## src/rtl/adder_pipe.sv

```systemverilog
`default_nettype none
// ============================================================================
// Module   : adder_pipe
// Purpose  : Segmented, pipelined adder/subtractor with valid/ready flow control
// Revision : 1.0 - initial release
// ============================================================================
module adder_pipe #(
  parameter int WIDTH  = 32,
  parameter int STAGES = 4,
  parameter int TAG_W  = 4
) (
  input  logic             i_clk,
  input  logic             i_reset_n,
  input  logic             i_valid,
  output logic             o_ready,
  input  logic [WIDTH-1:0] i_a,
  input  logic [WIDTH-1:0] i_b,
  input  logic             i_sub,
  input  logic             i_carry,
  input  logic [TAG_W-1:0] i_tag,
  output logic             o_valid,
  input  logic             i_ready,
  output logic [WIDTH-1:0] o_sum,
  output logic             o_carry,
  output logic             o_overflow,
  output logic             o_zero,
  output logic [TAG_W-1:0] o_tag
);

  localparam int SEG = WIDTH / STAGES;

  logic [STAGES-1:0] vld;
  logic [STAGES-1:0] vin;
  logic [STAGES-1:0] load;

  logic [WIDTH-1:0] a_q   [STAGES];
  logic [WIDTH-1:0] b_q   [STAGES];
  logic [WIDTH-1:0] sum_q [STAGES];
  logic             cy_q  [STAGES];
  logic [TAG_W-1:0] tag_q [STAGES];
  logic             ovf_q;
  logic             zero_q;

  // A stage may load when it is empty or when some slot downstream of it
  // (or the consumer) frees up this cycle; scanning from the output end
  // avoids a combinational chain through the load vector itself.
  always_comb begin
    logic hole;
    load = '0;
    hole = i_ready;
    for (int k = STAGES - 1; k >= 0; k--) begin
      load[k] = ~vld[k] | hole;
      hole    = hole | ~vld[k];
    end
  end

  always_ff @(posedge i_clk) begin
    if (!i_reset_n) begin
      vld <= '0;
    end else begin
      vld <= (load & vin) | (~load & vld);
    end
  end

  for (genvar k = 0; k < STAGES; k++) begin : g_stage
    logic [WIDTH-1:0] a_in;
    logic [WIDTH-1:0] b_in;
    logic [WIDTH-1:0] s_in;
    logic             c_in;
    logic [TAG_W-1:0] t_in;
    logic [SEG:0]     seg;
    logic [WIDTH-1:0] s_next;

    if (k == 0) begin : g_first
      assign a_in   = i_a;
      assign b_in   = i_b ^ {WIDTH{i_sub}};
      assign c_in   = i_sub | i_carry;
      assign s_in   = '0;
      assign t_in   = i_tag;
      assign vin[k] = i_valid;
    end else begin : g_next
      assign a_in   = a_q[k-1];
      assign b_in   = b_q[k-1];
      assign c_in   = cy_q[k-1];
      assign s_in   = sum_q[k-1];
      assign t_in   = tag_q[k-1];
      assign vin[k] = vld[k-1];
    end

    assign seg = {1'b0, a_in[k*SEG +: SEG]} + {1'b0, b_in[k*SEG +: SEG]}
               + {{SEG{1'b0}}, c_in};

    always_comb begin
      s_next                = s_in;
      s_next[k*SEG +: SEG]  = seg[SEG-1:0];
    end

    if (k == STAGES - 1) begin : g_last
      always_ff @(posedge i_clk) begin
        if (!i_reset_n) begin
          sum_q[k] <= '0;
          cy_q[k]  <= 1'b0;
          tag_q[k] <= '0;
          ovf_q    <= 1'b0;
          zero_q   <= 1'b0;
        end else if (load[k] && vin[k]) begin
          sum_q[k] <= s_next;
          cy_q[k]  <= seg[SEG];
          tag_q[k] <= t_in;
          // carry into the MSB is recovered as a ^ b ^ sum at that bit
          ovf_q    <= a_in[WIDTH-1] ^ b_in[WIDTH-1] ^ s_next[WIDTH-1] ^ seg[SEG];
          zero_q   <= ~|s_next;
        end
      end
    end else begin : g_mid
      always_ff @(posedge i_clk) begin
        if (load[k] && vin[k]) begin
          a_q[k]   <= a_in;
          b_q[k]   <= b_in;
          sum_q[k] <= s_next;
          cy_q[k]  <= seg[SEG];
          tag_q[k] <= t_in;
        end
      end
    end
  end

  assign o_ready    = load[0];
  assign o_valid    = vld[STAGES-1];
  assign o_sum      = sum_q[STAGES-1];
  assign o_carry    = cy_q[STAGES-1];
  assign o_tag      = tag_q[STAGES-1];
  assign o_overflow = ovf_q;
  assign o_zero     = zero_q;

endmodule
`default_nettype wire

```

## config.mk

```make
export PLATFORM = sky130hd
export DESIGN_NAME = adder_pipe
export DESIGN_NICKNAME = d
export VERILOG_FILES = /design/src/rtl/adder_pipe.sv
export SDC_FILE = /design/constraint.sdc
export NUM_CORES = 1
export LEC_CHECK = 0
export CORE_ASPECT_RATIO = 0.7
export CORE_MARGIN = 3
export CORE_UTILIZATION = 40
export DETAILED_ROUTE_END_ITERATION = 8
export DONT_BUFFER_PORTS = 1
export GPL_TIMING_DRIVEN = 0
export PLACE_DENSITY = 0.64
export SYNTH_ARGS = -nofsm -noshare
export SYNTH_HDL_FRONTEND = slang
export SYNTH_SLANG_ARGS = --single-unit
```

## constraint.sdc

```tcl
create_clock -name i_clk -period 7.1 [get_ports i_clk]
set_input_delay 1.42 -clock i_clk [delete_from_list [all_inputs] [get_ports i_clk]]
set_output_delay 1.42 -clock i_clk [all_outputs]
set_load 0.1 [all_outputs]
```

### Yosys cells after proc, flatten, opt, wreduce, memory -nomap -nowiden

Memory sizes are Yosys's and may differ from the RTL's.
Cells that the tools add are included.

| word-level totals | value |
|---|---|
| input bits | 74 |
| memories kept | 5 |
| register bits | 6 |
| memory bits (writable) | 404 |

Memories:

| name | depth | width | rd ports | clocked after memory_dff | write ports | RTL line | text |
|---|---|---|---|---|---|---|---|
| a_q | 4 | 32 | 3 | 0 | 3 | 36 | `logic [WIDTH-1:0] a_q [STAGES];` |
| b_q | 4 | 32 | 3 | 0 | 3 | 37 | `logic [WIDTH-1:0] b_q [STAGES];` |
| sum_q | 4 | 32 | 4 | 0 | 4 | 38 | `logic [WIDTH-1:0] sum_q [STAGES];` |
| tag_q | 4 | 4 | 4 | 0 | 4 | 40 | `logic [TAG_W-1:0] tag_q [STAGES];` |
| cy_q | 4 | 1 | 4 | 0 | 4 | 39 | `logic cy_q [STAGES];` |

| operators by class | value |
|---|---|
| $add $sub $neg | 8 |
| bitwise logic cells | 20 |
| multiplexer cells | 13 |
| reduce and logical (&&, ||, !) cells | 6 |

Operator list:

| kind | number |
|---|---|
| 8-bit by 8-bit adder with 9-bit output | 4 |
| 9-bit by 1-bit adder with 9-bit output | 4 |
| 32-bit 2-to-1 mux | 1 |
| 32-bit OR reduction | 1 |
| 32-bit XOR | 1 |
| 1-bit 2-to-1 mux | 11 |
| 4-bit AND | 2 |
| 1-bit bitwise OR | 8 |
| 1-bit logical AND | 4 |
| 4-bit 2-to-1 mux | 1 |
| 1-bit inverter | 4 |
| 4-bit inverter | 1 |
| 4-bit bitwise OR | 1 |
| 1-bit XOR | 3 |
| 1-bit zero test | 1 |

### Depth between registers and ports, before layout

Gate-level depths: netlist of the first run.

| logic depth | value |
|---|---|
| depth in word-level cells | 8 |
| depth in mapped cells | 10 |
| depth with buffers taken out | 10 |

### Worst setup path before layout of the first run

OpenSTA, ideal clock, no wires.

| path | value |
|---|---|
| kind | input-to-reg |
| start | input port i_ready |
| end | memory a_q[1][16] (netlist: a_q[0][48]), enable pin |
| required time | 6555 ps |
| arrival time | 5582 ps |
| buffers on the path | 0 |
| slack | 973 ps |
| cell stages on the path | 3 |
| setup time | 545 ps |
| path through | nor2b_1 > and2_0 > a21boi_0 |

RTL lines:

| item | RTL line | text |
|---|---|---|
| from (decl) | 22 | `input logic i_ready,` |
| to (decl) | 36 |  |

==> summary.txt, run 1 <==
Status - complete, no violations
Post-CTS Setup Bufs - 0
Reg2reg setup slack - 3940 ps
RD Place Congestion - 0.771
Comb pwr share - 0.056
# resized after CTS - 0
Pwr/cell area - 295 nW/um^2
Nets - 611
Part of the power in registers - 0.555
Final hold violation count - 0
DP HPWL - 9930 microns
I/O pin count - 115
Core ar. - 19,200 sq um
CTS H-tree lvls - 1
Leakage - 3.25 nW
Port bufs - 0
Commonest non-fill, non-tap cell in the layout - edfxtp_1
Slew @ Worst Pin - 1070 ps
CTS tree - built
Critical Path Start Type - flip-flop
DR vias/cell - 4.79
# fillers - 1,697
Hold Path Class - reg -> reg
Cell chosen for the clock root - clkbuf_16
Final wirelength - 13,800 microns
Maximum clock frequency - 219 MHz
GRT overflow - 0
Fraction of power spent switching nets - 0.229
Layout area overhead - 14.4%
First-pass GRT wire length - 21,500 microns
# rows - 42
Delay of the slowest cell on the worst path - 970 ps
Share of cells above drive strength 1 - 0.0990
CTS Buf Count - 21
Final setup violation count - 0
Post-Syn Area - 7970 sq um
DRT antenna net count - 0
Largest net degree at the start of global routing - 38
Drt initial violations - 227
Syn Inst Count - 473
Worst Skew - 10.6 ps
Peak supply drop - 0.183 mV
Starting density of the core - 0.414
Clock buffer depth - 3
Worst EP required - 5680 ps
Net Switching - 0.000615 W
Multi-input gate area - 1880 sq um
CP arrival - 3140 ps
Antenna diodes - 0
First-pass DRT Iterations - 4
Internal - 0.00207 W
Yosys warns - 0
CP max stage cell - dfxtp_1
WS Path Type - reg -> out
Hold Slack - 417 ps
Die Span X - 175 microns
Post-synth cell types - 36
Worst-path maximum fanout - 6
Final period util - 0.642
Clock power share - 0.389
Post-route minimum period - 4560 ps
Via Count - 3,730
CTS Hold Bufs - 0
Final slew viol count - 0
Yosys reg bits - 202
CP Cell Sequence - nor2b_1, and2_0, nand3_1
Max-Cap Viols - 0
Clock slew at reported path FFs - 60 ps
Most frequent cells in the layout - edfxtp_1 (196), xor2_1 (40), and2_1 (29)
Antenna violations before repair - 0
Critical Path Sink Type - output port
Vias in the first global route - 3,996
Slew headroom - 0.284
Die Height - 124 microns
Layout Utilization - 0.474
Full die area - 21,700 sq um
Net Count, Synth - 583
Register area share after synthesis - 0.753
Number of remaining DRC errors - 0
Register Area - 6010 sq um
Clock latency on the worst-skew pair - 490 ps
Mapped Avg Cell Area - 16.9 sq um
RSZ-0062 raised after global routing - false
Wire per inst - 17.7 microns
All-Layer GR Usage - 0.129
CTS Sinks - 202
## routing by layer
metal / GRT usage / share of wire / vias up
li1: - / - / 1786
met1: 0.173 / 0.45 / 1804
met2: 0.208 / 0.45 / 112
met3: 0.0396 / 0.069 / 28
met4: 0.0324 / 0.025 / 0
met5: 0 / 0 / -
## registers in the layout (all words and copies together), names as in the netlist, named ones only
| signal | flops |
|---|---|
| tag_q | 16 |
| b_q | 48 |
| sum_q | 80 |
| cy_q | 4 |
| o_overflow | 1 |
| a_q | 48 |
| o_zero | 1 |
## cell type report
class / instances / share of cell area
Sequential cell: 202 / 0.659
Multi-Input combinational cell: 241 / 0.207
Clock buffer: 26 / 0.0631
Tap cell: 264 / 0.0362
Timing Repair Buffer: 5 / 0.0126
Clock inverter: 11 / 0.00961
Inverter: 22 / 0.00906
Buffer: 8 / 0.00384
## cell families (layout without fill, tap and decap cells)
logic type               Yosys count  after routing  share of synthesized area
AO/OA/AOI/OAI                     48             48                     0.0392
XOR/XNOR                          55             55                     0.0604
adder cells (fa/ha/maj)           36             36                     0.0640
buffers and inverters             30             72                     0.0148
flip-flops                       202            202                      0.753
AND/OR/NAND/NOR                  102            102                     0.0681
## power groups by stage
stage / Sequential (W) / Clock (W) / Combinational [W]
2_1_floorplan: 0.00151 / 0 / 0.000110
3_3_place_gp: 0.00152 / 0 / 0.000138
3_5_place_dp: 0.00152 / 0 / 0.000153
4_1_cts: 0.00149 / 0.00108 / 0.000154
5_1_grt: 0.00150 / 0.00113 / 0.000174
6_report: 0.00149 / 0.00104 / 0.000151
## metrics by stage
step           cells  TNS (ps)  area, sq um  setup slack (ps)  total power, W
6_report         779         0         9120              2540         0.00269
3_3_place_gp     737    -67550         8300             -1230         0.00166
2_1_floorplan    473         0         7970               973         0.00162
5_1_grt          779         0         9120              2410         0.00280
4_1_cts          779         0         9120              2520         0.00273
3_5_place_dp     742         0         8450              2670         0.00167
## worst max-delay path: cells and delay by family (launching register included)
kind	cells	cell delay, ps
AND/OR/NAND/NOR	3	1690
flip-flops	1	970
## worst paths after layout
| kind | depth (start not counted) | startpoint | end |
|---|---|---|---|
| max | 3 | flip-flop | o_ready |
| min | 0 | a_q[0][20] | a_q[0][52] |
| max reg2reg | 4 | flip-flop | flip-flop |
| min reg2reg | 0 | a_q[0][20] | a_q[0][52] |
## Yosys cell counts (all sizes together)
library cell,count,share of area
xnor2,15,0.016
xor2,40,0.044
o211ai,1,0.00094
nand2b,5,0.0039
nand4b,1,0.0011
and3,2,0.0016
buf,4,0.0025
nand2,15,0.0071
nor4,5,0.0039
or3,2,0.0016
nand4,2,0.0016
fa,8,0.020
o21ai,14,0.0093
edfxtp,196,0.74
o21a,2,0.0019
clkbuf,4,0.0019
a31oi,1,0.00079
a21oi,16,0.010
nand3,8,0.0050
a21boi,4,0.0038
inv,22,0.010
o41ai,2,0.0031
and2,30,0.024
dfxtp,6,0.015
o21bai,4,0.0038
nor4b,1,0.0011
or2,1,0.00079
nor3,4,0.0025
nor2b,7,0.0055
a2111oi,2,0.0038
nor2,19,0.0089
ha,28,0.044
a21o,2,0.0019
No activity file was read; power rests on OpenSTA's default activity.
==> run 2: changes to the inputs <==
Settings changed: PLACE_DENSITY 0.64 to 0.66.
Clock period 7.1 ns to 4.1 ns, I/O delays scaled along.
==> summary.txt, run 2 (synthesis results as in run 1) <==
Status - complete, no violations
Post-route setup slack - 399 ps
Worst Skew - 5.82 ps
Critical Path Sink Type - output port
# rows - 42
CTS tree - built
Starting density of the core - 0.414
First-pass DRT Iterations - 4
Max-Cap Viols - 0
Biggest register - sum_q
Port bufs - 0
Final setup violation count - 0
DP HPWL - 9870 microns
Drt initial violations - 218
Pwr/cell area - 503 nW/um^2
RSZ-0062 raised after global routing - false
First-pass GRT wire length - 20,900 microns
Core ar. - 19,200 sq um
Full die area - 21,700 sq um
Clock slew at reported path FFs - 60 ps
Number of remaining DRC errors - 0
Die Span X - 175 microns
Commonest non-fill, non-tap cell in the layout - edfxtp_1
Final slew viol count - 0
CTS H-tree lvls - 1
CTS Buf Count - 20
Post-route minimum period - 3700 ps
Vias in the first global route - 3,750
Maximum clock frequency - 270 MHz
# resized after CTS - 0
Share of cells above drive strength 1 - 0.0838
Wire per inst - 17.5 microns
Leakage - 3.22 nW
R2R depth - 5
CTS Hold Bufs - 0
Largest regs - sum_q (80), a_q (48), b_q (48)
Nets - 609
Reg2reg setup slack - 1120 ps
Layout area overhead - 13.4%
Final wirelength - 13,600 microns
Via Count - 3,735
Clock buffer depth - 3
WS Path Type - reg -> out
Critical Path Start Type - flip-flop
CP endpoint - o_ready
Slew @ Worst Pin - 990 ps
I/O pin count - 115
Post-route setup TNS - 0 ps
DRT antenna net count - 0
All-Layer GR Usage - 0.126
Antenna violations before repair - 0
Hold_sp - b_q[0][57]
Largest register FFs - 80
RR Endpoint - a_q[0][21]
Die Height - 124 microns
Post-CTS Setup Bufs - 0
# fillers - 1,674
Final hold violation count - 0
Clock latency on the worst-skew pair - 480 ps
Worst EP required - 3280 ps
Post-place setup slack - 217 ps
DR vias/cell - 4.81
Most frequent cells in the layout - edfxtp_1 (196), xor2_1 (40), and2_1 (29)
RD Place Congestion - 0.813
Largest net degree at the start of global routing - 38
Worst-path maximum fanout - 6
Cell chosen for the clock root - clkbuf_16
GRT overflow - 0
Slew headroom - 0.339
CP arrival - 2880 ps
Final period util - 0.903
Peak supply drop - 0.370 mV
Hold Path Class - reg -> reg
CTS Sinks - 202
Antenna diodes - 0
==> run 2: changes by cell type in the layout (fill, tap and decap cells not counted), moves of 2 or more <==
cell,before,now
clkbuf_1,7,11
clkinv_1,1,4
clkinv_2,6,3
clkinvlp_4,2,0
==> run 2: critical path: stages (launching register included) <==
cell and delay [ps]:
dfxtp_1 970, nor2b_1 270, and2_0 540, nand3_2 610
==> run 2: cell type report <==
| class | instances | area, sq um | area share |
|---|---|---|---|
| Sequential cell | 202 | 6010 | 0.664 |
| Buffer | 8 | 35.0 | 0.00387 |
| Clock inverter | 8 | 60.1 | 0.00664 |
| Tap cell | 264 | 330 | 0.0365 |
| Multi-Input combinational cell | 241 | 1890 | 0.209 |
| Timing Repair Buffer | 4 | 87.6 | 0.00969 |
| Inverter | 22 | 82.6 | 0.00913 |
| Clock buffer | 28 | 552 | 0.0610 |
==> run 2: where the power goes <==
part / switching (W) / internal (W)
combinational: 0.000152 / 0.000104
clock: 0.000708 / 0.00100
sequential: 0.000164 / 0.00242
total: 0.00102 / 0.00352
==> run 2: per-layer routing <==
layer,GRT usage,share of wire
met5,0,0
met4,0.0294,0.020
met3,0.0363,0.071
met2,0.196,0.44
met1,0.176,0.47
==> run 2: per-stage QoR <==
step | total power, W | util | area [sq um] | hold slack [ps] | instances
floorplan | 0.00280 | - | 7980 | 400 | 473
global placement | 0.00287 | 0.432 | 8310 | 401 | 737
detailed placement | 0.00289 | 0.438 | 8430 | 405 | 741
CTS | 0.00461 | 0.470 | 9040 | 403 | 777
global route | 0.00476 | 0.470 | 9040 | 396 | 777
finish | 0.00455 | 0.470 | 9040 | 414 | 777
==> run 2: worst min path at each step <==
stage	endpoint	slack (ps)	depth (start not counted)
finish	b_q[0][89]	410	0
global route	a_q[0][8]	400	0
CTS	a_q[0][25]	400	0
detailed placement	a_q[0][90]	400	0
global placement	sum_q[2][8]	400	0
floorplan	a_q[0][48]	400	0
==> run 3: changes to the inputs <==
Settings changed: SKIP_LAST_GASP set to 1.
==> results of run 3 <==
No change in the layout: final DEF, timing and power equal those of run 2.
